### config.mk
export PLATFORM = sky130hd
export DESIGN_NAME = run_ctrl_flat
export DESIGN_NICKNAME = d
export VERILOG_FILES = /design/src/rtl/run_ctrl_if.sv /design/src/rtl/run_ctrl.sv /design/src/flat_wrapper.sv
export SDC_FILE = /design/constraint.sdc
export NUM_CORES = 1
export LEC_CHECK = 0
export ABC_AREA = 1
export ABC_CLOCK_PERIOD_IN_PS = 4300
export CELL_PAD_IN_SITES_DETAIL_PLACEMENT = 1
export CELL_PAD_IN_SITES_GLOBAL_PLACEMENT = 1
export CORE_MARGIN = 1
export CORE_UTILIZATION = 41
export CTS_BUF_LIST = sky130_fd_sc_hd__clkbuf_8
export DETAILED_ROUTE_END_ITERATION = 8
export GPL_TIMING_DRIVEN = 0
export MAX_ROUTING_LAYER = met4
export PLACE_DENSITY = 0.95
export SYNTH_ARGS = -nofsm -noshare
export SYNTH_HDL_FRONTEND = slang
export SYNTH_SLANG_ARGS = --single-unit
### constraint.sdc
create_clock -name clk -period 4.3 [get_ports clk]
set_clock_uncertainty 0.2 [all_clocks]
set_input_delay 0.43 -clock clk [delete_from_list [all_inputs] [get_ports clk]]
set_output_delay 0.43 -clock clk [all_outputs]
set_load 0.01 [all_outputs]
### src/rtl/run_ctrl_if.sv
// run_ctrl_if: host load stream, RAM write port, CPU control/debug and dump stream of the run controller.
// master is the controller side, slave is the machine/host side.
interface run_ctrl_if #(
  parameter int DATA_W   = 8,
  parameter int ADDR_W   = 8,
  parameter int NUM_REGS = 8,
  parameter int CYC_W    = 32
);
  localparam int SEL_W = (NUM_REGS > 1) ? $clog2(NUM_REGS) : 1;

  logic              start;
  logic [ADDR_W:0]   load_len;
  logic              load_valid;
  logic [DATA_W-1:0] load_data;
  logic              load_ready;
  logic              mem_we;
  logic [ADDR_W-1:0] mem_addr;
  logic [DATA_W-1:0] mem_wdata;
  logic              cpu_reset;
  logic              cpu_clk_en;
  logic              cpu_halted;
  logic [SEL_W-1:0]  reg_sel;
  logic [DATA_W-1:0] reg_rdata;
  logic              dump_valid;
  logic [DATA_W-1:0] dump_data;
  logic              dump_last;
  logic              dump_ready;
  logic              busy;
  logic              timed_out;
  logic [CYC_W-1:0]  cycle_count;

  modport master (
    input  start, load_len, load_valid, load_data, cpu_halted, reg_rdata, dump_ready,
    output load_ready, mem_we, mem_addr, mem_wdata, cpu_reset, cpu_clk_en, reg_sel,
           dump_valid, dump_data, dump_last, busy, timed_out, cycle_count
  );

  modport slave (
    output start, load_len, load_valid, load_data, cpu_halted, reg_rdata, dump_ready,
    input  load_ready, mem_we, mem_addr, mem_wdata, cpu_reset, cpu_clk_en, reg_sel,
           dump_valid, dump_data, dump_last, busy, timed_out, cycle_count
  );
endinterface

### src/rtl/run_ctrl.sv
// run_ctrl: loads a program image, pulses CPU reset, runs the CPU under a watchdog, then dumps the registers.
// Optional macro RUN_CTRL_CYCLE_COUNT_EN appends the run cycle count (LSB word first) to the dump.
module run_ctrl #(
  parameter int DATA_W     = 8,
  parameter int ADDR_W     = 8,
  parameter int NUM_REGS   = 8,
  parameter int RST_CYCLES = 2,
  parameter int TIMEOUT    = 10000,
  parameter int CYC_W      = 32
) (
  input logic        clk,
  input logic        reset,
  run_ctrl_if.master bus
);
  localparam int SEL_W = (NUM_REGS > 1) ? $clog2(NUM_REGS) : 1;
`ifdef RUN_CTRL_CYCLE_COUNT_EN
  localparam int CNT_WORDS = (CYC_W + DATA_W - 1) / DATA_W;
`else
  localparam int CNT_WORDS = 0;
`endif
  localparam int DUMP_WORDS = NUM_REGS + CNT_WORDS;
  localparam int K_W        = $clog2(DUMP_WORDS + 1);
  localparam int RC_W       = $clog2(RST_CYCLES + 1);

  localparam logic [2:0] IDLE = 3'd0;
  localparam logic [2:0] LOAD = 3'd1;
  localparam logic [2:0] CRST = 3'd2;
  localparam logic [2:0] RUN  = 3'd3;
  localparam logic [2:0] DUMP = 3'd4;
  localparam logic [2:0] DONE = 3'd5;

  localparam logic [RC_W-1:0]  RST_LAST  = RC_W'(RST_CYCLES - 1);
  localparam logic [K_W-1:0]   K_REGS    = K_W'(NUM_REGS);
  localparam logic [K_W-1:0]   K_LAST    = K_W'(DUMP_WORDS - 1);
  localparam logic [CYC_W-1:0] TIMEOUT_C = CYC_W'(TIMEOUT);

  logic [2:0]        state;
  logic [ADDR_W:0]   load_len_q;
  logic [ADDR_W:0]   load_cnt;
  logic [RC_W-1:0]   rst_cnt;
  logic [K_W-1:0]    dump_k;
  logic              cap_pending;
  logic              load_ready_q;
  logic              mem_we_q;
  logic [ADDR_W-1:0] mem_addr_q;
  logic [DATA_W-1:0] mem_wdata_q;
  logic [SEL_W-1:0]  reg_sel_q;
  logic              dump_valid_q;
  logic              dump_last_q;
  logic [DATA_W-1:0] dump_data_q;
  logic [DATA_W-1:0] dump_src;
  logic              timed_out_q;
  logic [CYC_W-1:0]  cycle_count_q;
  logic              expired;
  logic              run_en;

  // The clock gate drops combinationally on halt or expiry so the CPU never advances past that cycle.
  assign expired = (cycle_count_q >= TIMEOUT_C);
  assign run_en  = (state == RUN) && !bus.cpu_halted && !expired;

`ifdef RUN_CTRL_CYCLE_COUNT_EN
  logic [CNT_WORDS*DATA_W-1:0] cnt_pad;
  assign cnt_pad = (CNT_WORDS*DATA_W)'(cycle_count_q);
`endif

  always_comb begin
    dump_src = bus.reg_rdata;
`ifdef RUN_CTRL_CYCLE_COUNT_EN
    if (dump_k >= K_REGS)
      dump_src = DATA_W'(cnt_pad >> ((int'(dump_k) - NUM_REGS) * DATA_W));
`endif
  end

  always_ff @(posedge clk or negedge reset) begin
    if (!reset) begin
      state         <= IDLE;
      load_len_q    <= '0;
      load_cnt      <= '0;
      rst_cnt       <= '0;
      dump_k        <= '0;
      cap_pending   <= 1'b0;
      load_ready_q  <= 1'b0;
      mem_we_q      <= 1'b0;
      mem_addr_q    <= '0;
      mem_wdata_q   <= '0;
      reg_sel_q     <= '0;
      dump_valid_q  <= 1'b0;
      dump_last_q   <= 1'b0;
      dump_data_q   <= '0;
      timed_out_q   <= 1'b0;
      cycle_count_q <= '0;
    end else begin
      mem_we_q <= 1'b0;
      case (state)
        IDLE: begin
          if (bus.start) begin
            load_len_q    <= bus.load_len;
            load_cnt      <= '0;
            rst_cnt       <= '0;
            cycle_count_q <= '0;
            timed_out_q   <= 1'b0;
            if (bus.load_len != '0) begin
              load_ready_q <= 1'b1;
              state        <= LOAD;
            end else begin
              state <= CRST;
            end
          end
        end
        LOAD: begin
          if (bus.load_valid && load_ready_q) begin
            mem_we_q    <= 1'b1;
            mem_addr_q  <= load_cnt[ADDR_W-1:0];
            mem_wdata_q <= bus.load_data;
            load_cnt    <= load_cnt + (ADDR_W+1)'(1);
            if (load_cnt + (ADDR_W+1)'(1) == load_len_q) begin
              load_ready_q <= 1'b0;
              state        <= CRST;
            end
          end
        end
        CRST: begin
          if (rst_cnt == RST_LAST)
            state <= RUN;
          else
            rst_cnt <= rst_cnt + RC_W'(1);
        end
        RUN: begin
          dump_k      <= '0;
          cap_pending <= 1'b0;
          if (bus.cpu_halted) begin
            state <= DUMP;
          end else if (expired) begin
            timed_out_q <= 1'b1;
            state       <= DUMP;
          end else if (cycle_count_q != '1) begin
            cycle_count_q <= cycle_count_q + CYC_W'(1);
          end
        end
        // Each word: select register, capture one cycle later, then hold until accepted.
        DUMP: begin
          if (dump_valid_q) begin
            if (bus.dump_ready) begin
              dump_valid_q <= 1'b0;
              dump_last_q  <= 1'b0;
              if (dump_last_q)
                state <= DONE;
              else
                dump_k <= dump_k + K_W'(1);
            end
          end else if (cap_pending) begin
            dump_data_q  <= dump_src;
            dump_valid_q <= 1'b1;
            dump_last_q  <= (dump_k == K_LAST);
            cap_pending  <= 1'b0;
          end else begin
            if (dump_k < K_REGS)
              reg_sel_q <= dump_k[SEL_W-1:0];
            cap_pending <= 1'b1;
          end
        end
        DONE: state <= IDLE;
        default: state <= IDLE;
      endcase
    end
  end

  assign bus.load_ready  = load_ready_q;
  assign bus.mem_we      = mem_we_q;
  assign bus.mem_addr    = mem_addr_q;
  assign bus.mem_wdata   = mem_wdata_q;
  assign bus.cpu_reset   = (state == IDLE) || (state == LOAD) || (state == CRST);
  assign bus.cpu_clk_en  = run_en;
  assign bus.reg_sel     = reg_sel_q;
  assign bus.dump_valid  = dump_valid_q;
  assign bus.dump_data   = dump_data_q;
  assign bus.dump_last   = dump_last_q;
  assign bus.busy        = (state != IDLE);
  assign bus.timed_out   = timed_out_q;
  assign bus.cycle_count = cycle_count_q;
endmodule

### src/flat_wrapper.sv
// flat-port wrapper written by rule: the top's interface ports become plain ports
module run_ctrl_flat 
#(
  parameter int DATA_W     = 8,
  parameter int ADDR_W     = 8,
  parameter int NUM_REGS   = 8,
  parameter int RST_CYCLES = 2,
  parameter int TIMEOUT    = 10000,
  parameter int CYC_W      = 32
)
  (clk, reset, bus_start, bus_load_len, bus_load_valid, bus_load_data, bus_cpu_halted, bus_reg_rdata, bus_dump_ready, bus_load_ready, bus_mem_we, bus_mem_addr, bus_mem_wdata, bus_cpu_reset, bus_cpu_clk_en, bus_reg_sel, bus_dump_valid, bus_dump_data, bus_dump_last, bus_busy, bus_timed_out, bus_cycle_count);
  run_ctrl_if #(.DATA_W(DATA_W), .ADDR_W(ADDR_W), .NUM_REGS(NUM_REGS), .CYC_W(CYC_W)) bus_i ();
  input logic clk;
  input logic reset;
  input wire logic [$bits(bus_i.start)-1:0] bus_start;
  input wire logic [$bits(bus_i.load_len)-1:0] bus_load_len;
  input wire logic [$bits(bus_i.load_valid)-1:0] bus_load_valid;
  input wire logic [$bits(bus_i.load_data)-1:0] bus_load_data;
  input wire logic [$bits(bus_i.cpu_halted)-1:0] bus_cpu_halted;
  input wire logic [$bits(bus_i.reg_rdata)-1:0] bus_reg_rdata;
  input wire logic [$bits(bus_i.dump_ready)-1:0] bus_dump_ready;
  output wire logic [$bits(bus_i.load_ready)-1:0] bus_load_ready;
  output wire logic [$bits(bus_i.mem_we)-1:0] bus_mem_we;
  output wire logic [$bits(bus_i.mem_addr)-1:0] bus_mem_addr;
  output wire logic [$bits(bus_i.mem_wdata)-1:0] bus_mem_wdata;
  output wire logic [$bits(bus_i.cpu_reset)-1:0] bus_cpu_reset;
  output wire logic [$bits(bus_i.cpu_clk_en)-1:0] bus_cpu_clk_en;
  output wire logic [$bits(bus_i.reg_sel)-1:0] bus_reg_sel;
  output wire logic [$bits(bus_i.dump_valid)-1:0] bus_dump_valid;
  output wire logic [$bits(bus_i.dump_data)-1:0] bus_dump_data;
  output wire logic [$bits(bus_i.dump_last)-1:0] bus_dump_last;
  output wire logic [$bits(bus_i.busy)-1:0] bus_busy;
  output wire logic [$bits(bus_i.timed_out)-1:0] bus_timed_out;
  output wire logic [$bits(bus_i.cycle_count)-1:0] bus_cycle_count;
  assign bus_i.start = bus_start;
  assign bus_i.load_len = bus_load_len;
  assign bus_i.load_valid = bus_load_valid;
  assign bus_i.load_data = bus_load_data;
  assign bus_i.cpu_halted = bus_cpu_halted;
  assign bus_i.reg_rdata = bus_reg_rdata;
  assign bus_i.dump_ready = bus_dump_ready;
  assign bus_load_ready = bus_i.load_ready;
  assign bus_mem_we = bus_i.mem_we;
  assign bus_mem_addr = bus_i.mem_addr;
  assign bus_mem_wdata = bus_i.mem_wdata;
  assign bus_cpu_reset = bus_i.cpu_reset;
  assign bus_cpu_clk_en = bus_i.cpu_clk_en;
  assign bus_reg_sel = bus_i.reg_sel;
  assign bus_dump_valid = bus_i.dump_valid;
  assign bus_dump_data = bus_i.dump_data;
  assign bus_dump_last = bus_i.dump_last;
  assign bus_busy = bus_i.busy;
  assign bus_timed_out = bus_i.timed_out;
  assign bus_cycle_count = bus_i.cycle_count;
  run_ctrl #(.DATA_W(DATA_W), .ADDR_W(ADDR_W), .NUM_REGS(NUM_REGS), .RST_CYCLES(RST_CYCLES), .TIMEOUT(TIMEOUT), .CYC_W(CYC_W)) u_core (.clk(clk), .reset(reset), .bus(bus_i));
endmodule
==> impl_metrics.ini <==
[logic_synthesis]
synth_edf_count = 0
synth_ff_type = dfrtp_1
syn_inst = 516
async_reset_ff_share_pct = 100
yosys.area.top_type = dfrtp_1
synth_nets = 552
synth_area_per_cell_um2 = 8.47
seq_area_frac_synth_pct = 52.7
synth_top_area_share_pct = 52.7
ys_ff_latch = 92
netlist_area_mm2 = 0.00437
synth_area_leaders = dfrtp_1 53%, nand2_1 12%, inv_1 6.5%
netlist-cell-type-count = 41
ys_warn_count = 0

[critical_path]
critical-path-max-stage-delay_ns = 0.55
rr_endpoint = u_core.state[1]$_DFFE_PN0P_
end_kind = primary output
slowest_stage = clkdlybuf4s50_1
cp_data_required_time_ns = 3.67
path_buf_inv = 4
rrSetupSlack_ns = 2.09
ff2ff_path_depth = 15
r2r_start = u_core.load_cnt[0]$_DFFE_PN0P_
path_max_fanout = 7
path_common_cell = inv_2
critPathArrivalTime_ns = 2.21
critical-path-top-delay-family = buffers and inverters
crit_type = reg2out
worstPathCellList = inv_2 > nor3_4 > inv_2 > nor2_1 > nand3_1 > inv_1 > clkdlybuf4s50_1
cp-start-kind = flop

[place]
dp_slack_ns = 1.84
place_area_mm2 = 0.00554
hpwl_mm = 9.07
gp_congestion = 0.852
port_buffers = 97

[die]
die_width_um = 105
num_rows = 37
pin_count = 98
dieArea_mm2 = 0.0111
initial_core_util_pct = 42.3
core_mm2 = 0.0103
die_h_um = 105

[job]
cap_violations = 0

[pwr]
p_per_area_mw_per_mm2 = 498
ir_drop_uv = 262
p_leak_nw = 2.70

[global_routing]
grt_pass1_vias = 4250
overflow = 0
grt_pass1_wl_mm = 20.2
grt_usage_pct = 23.8
antenna_found_initial = 0
grt_max_degree = 62

[timing]
min_period_ns = 2.84
hold_viol = 0
slew_headroom_pct = 60.6
layout_setup_ws_ns = 1.46
post-route-period-util_pct = 66.0
setup_viol = 0
max_freq_mhz = 352
tns_ns = 0
rsz0062_at_grt = no
tightest_slew_ns = 0.591
drv_slew = 0

[route]
dr.pass1.iters = 4
drt-initial-drc-count = 152
vias_per_cell = 5.04
vias = 3862
postRouteAntennaNets = 0
wl_mm = 12.1
wire_per_inst_um = 15.8
drc = 0

[min_path]
min_path_cells = 2
hp-start = u_core.bus.mem_wdata[4]$_DFFE_PN0P_
min_to = u_core.bus.mem_wdata[4]$_DFFE_PN0P_
hp-class = reg2reg

[finish]
fillers = 1216
final_cell_mix = 135 x nand2_1, 96 x clkdlybuf4s50_1, 92 x dfrtp_1
nets = 662
final_common_cell = nand2_1
antenna_cells = 0
final_util_pct = 55.5
area_growth_pct = 31.2
layout-drive-gt1-share_pct = 7.45
final_area_mm2 = 0.00573

[clocking]
cts.sinks = 92
cts-root-buf = clkbuf_8
ctsResizeCount = 0
cts_buffers = 9
max-clock-path-buffers = 2
cts-htree-levels = 3
insertion_delay_ns = 0.37
cts_tree = yes
clk_pin_slew_ns = 0.08

[status]
status = finished clean
stage by stage:
| step | power [W] | hold slack (ns) | std cells |
|---|---|---|---|
| after floorplan | 0.00180 | -0.0656 | 516 |
| after global placement | 0.00224 | 0.253 | 749 |
| after detailed placement | 0.00231 | 0.208 | 750 |
| after CTS | 0.00288 | 0.281 | 767 |
| after global routing | 0.00305 | 0.298 | 767 |
| final | 0.00285 | 0.275 | 767 |
worst register-to-register path, delay by kind of cell (launching register included):
kind                     cells  cell delay [ns]
adder cells (fa/ha/maj)      1             0.27
AND/OR/NAND/NOR             13             1.12
buffers and inverters        1             0.08
flip-flops                   1             0.46
cell usage after synthesis, types with 2 or more instances:
cell type and n:
o22ai_1 7, nor3_1 2, nand3_1 31, o21ai_0 30, inv_1 76, nand3b_1 2, a21oi_1 8, nand4_1 13
ha_1 5, mux2_2 11, clkbuf_1 5, inv_2 2, o31ai_1 4, o21ai_1 2, buf_4 2, nor2_1 55
xor2_1 6, o31ai_2 3, nand2_1 135, nor2_2 3, dfrtp_1 92, a31oi_1 2, xnor2_1 2
area by class of cell:
cell class / instances / area (um2) / area share, %
clock buffers: 10 / 138 / 2.40
multi-input cells: 335 / 1710 / 29.9
repair buffers: 99 / 1010 / 17.6
clock inverters: 6 / 47.5 / 0.830
well taps: 136 / 170 / 2.97
inverters: 79 / 299 / 5.22
flip-flops and latches: 92 / 2300 / 40.2
plain buffers: 10 / 53.8 / 0.939
sequential cells by signal, indices dropped and copies added, names as in the netlist, 2 cells and up:
name	cells
u_core.bus.cycle_count	32
u_core.bus.dump_data	8
u_core.bus.mem_addr	8
u_core.bus.mem_wdata	8
u_core.bus.reg_sel	3
u_core.dump_k	4
u_core.load_cnt	9
u_core.load_len_q	9
u_core.rst_cnt	2
u_core.state	3
kinds of logic (layout without fill, tap and decap cells):
group | after synthesis | after routing | synth area share, %
AND/OR/NAND/NOR | 248 | 248 | 24.3
flip-flops | 92 | 92 | 52.7
buffers and inverters | 89 | 204 | 8.08
AO/OA/AOI/OAI | 62 | 62 | 8.53
multiplexers | 11 | 11 | 2.84
XOR/XNOR | 9 | 9 | 2.12
adder cells (fa/ha/maj) | 5 | 5 | 1.43
layer usage:
metal | global-route usage (%) | routed length [um]
met1 | 26.7 | 5030
met3 | 4.76 | 492
met4 | 5.33 | 105
met5 | - | 0
met2 | 43.6 | 6480
report_power, final:
part / internal (W) / switching, W
clock: 0.000230 / 0.000325
combinational: 0.000480 / 0.000616
sequential: 0.00105 / 0.000150
total: 0.00176 / 0.00109
worst max path at each step:
| stage | end | startpoint | cells past startpoint |
|---|---|---|---|
| floorplan | u_core.state[1]$_DFFE_PN0P_ | u_core.load_cnt[0]$_DFFE_PN0P_ | 15 |
| global placement | u_core.bus.cycle_count[18]$_DFFE_PN0P_ | reset | 1 |
| detailed placement | bus_cpu_clk_en | u_core.state[0]$_DFFE_PN0P_ | 7 |
| CTS | bus_cpu_clk_en | u_core.state[0]$_DFFE_PN0P_ | 7 |
| global route | bus_cpu_clk_en | u_core.state[0]$_DFFE_PN0P_ | 7 |
| finish | bus_cpu_clk_en | u_core.state[0]$_DFFE_PN0P_ | 7 |
timing repair:
| item | in CTS | in global routing |
|---|---|---|
| setup buffers | 0 | 0 |
| hold buffers | 1 | 0 |
| hold endpoints to repair | 31 | 0 |
| endpoints found under the setup margin | 0 | 0 |
(Power assumes the default switching activity.)
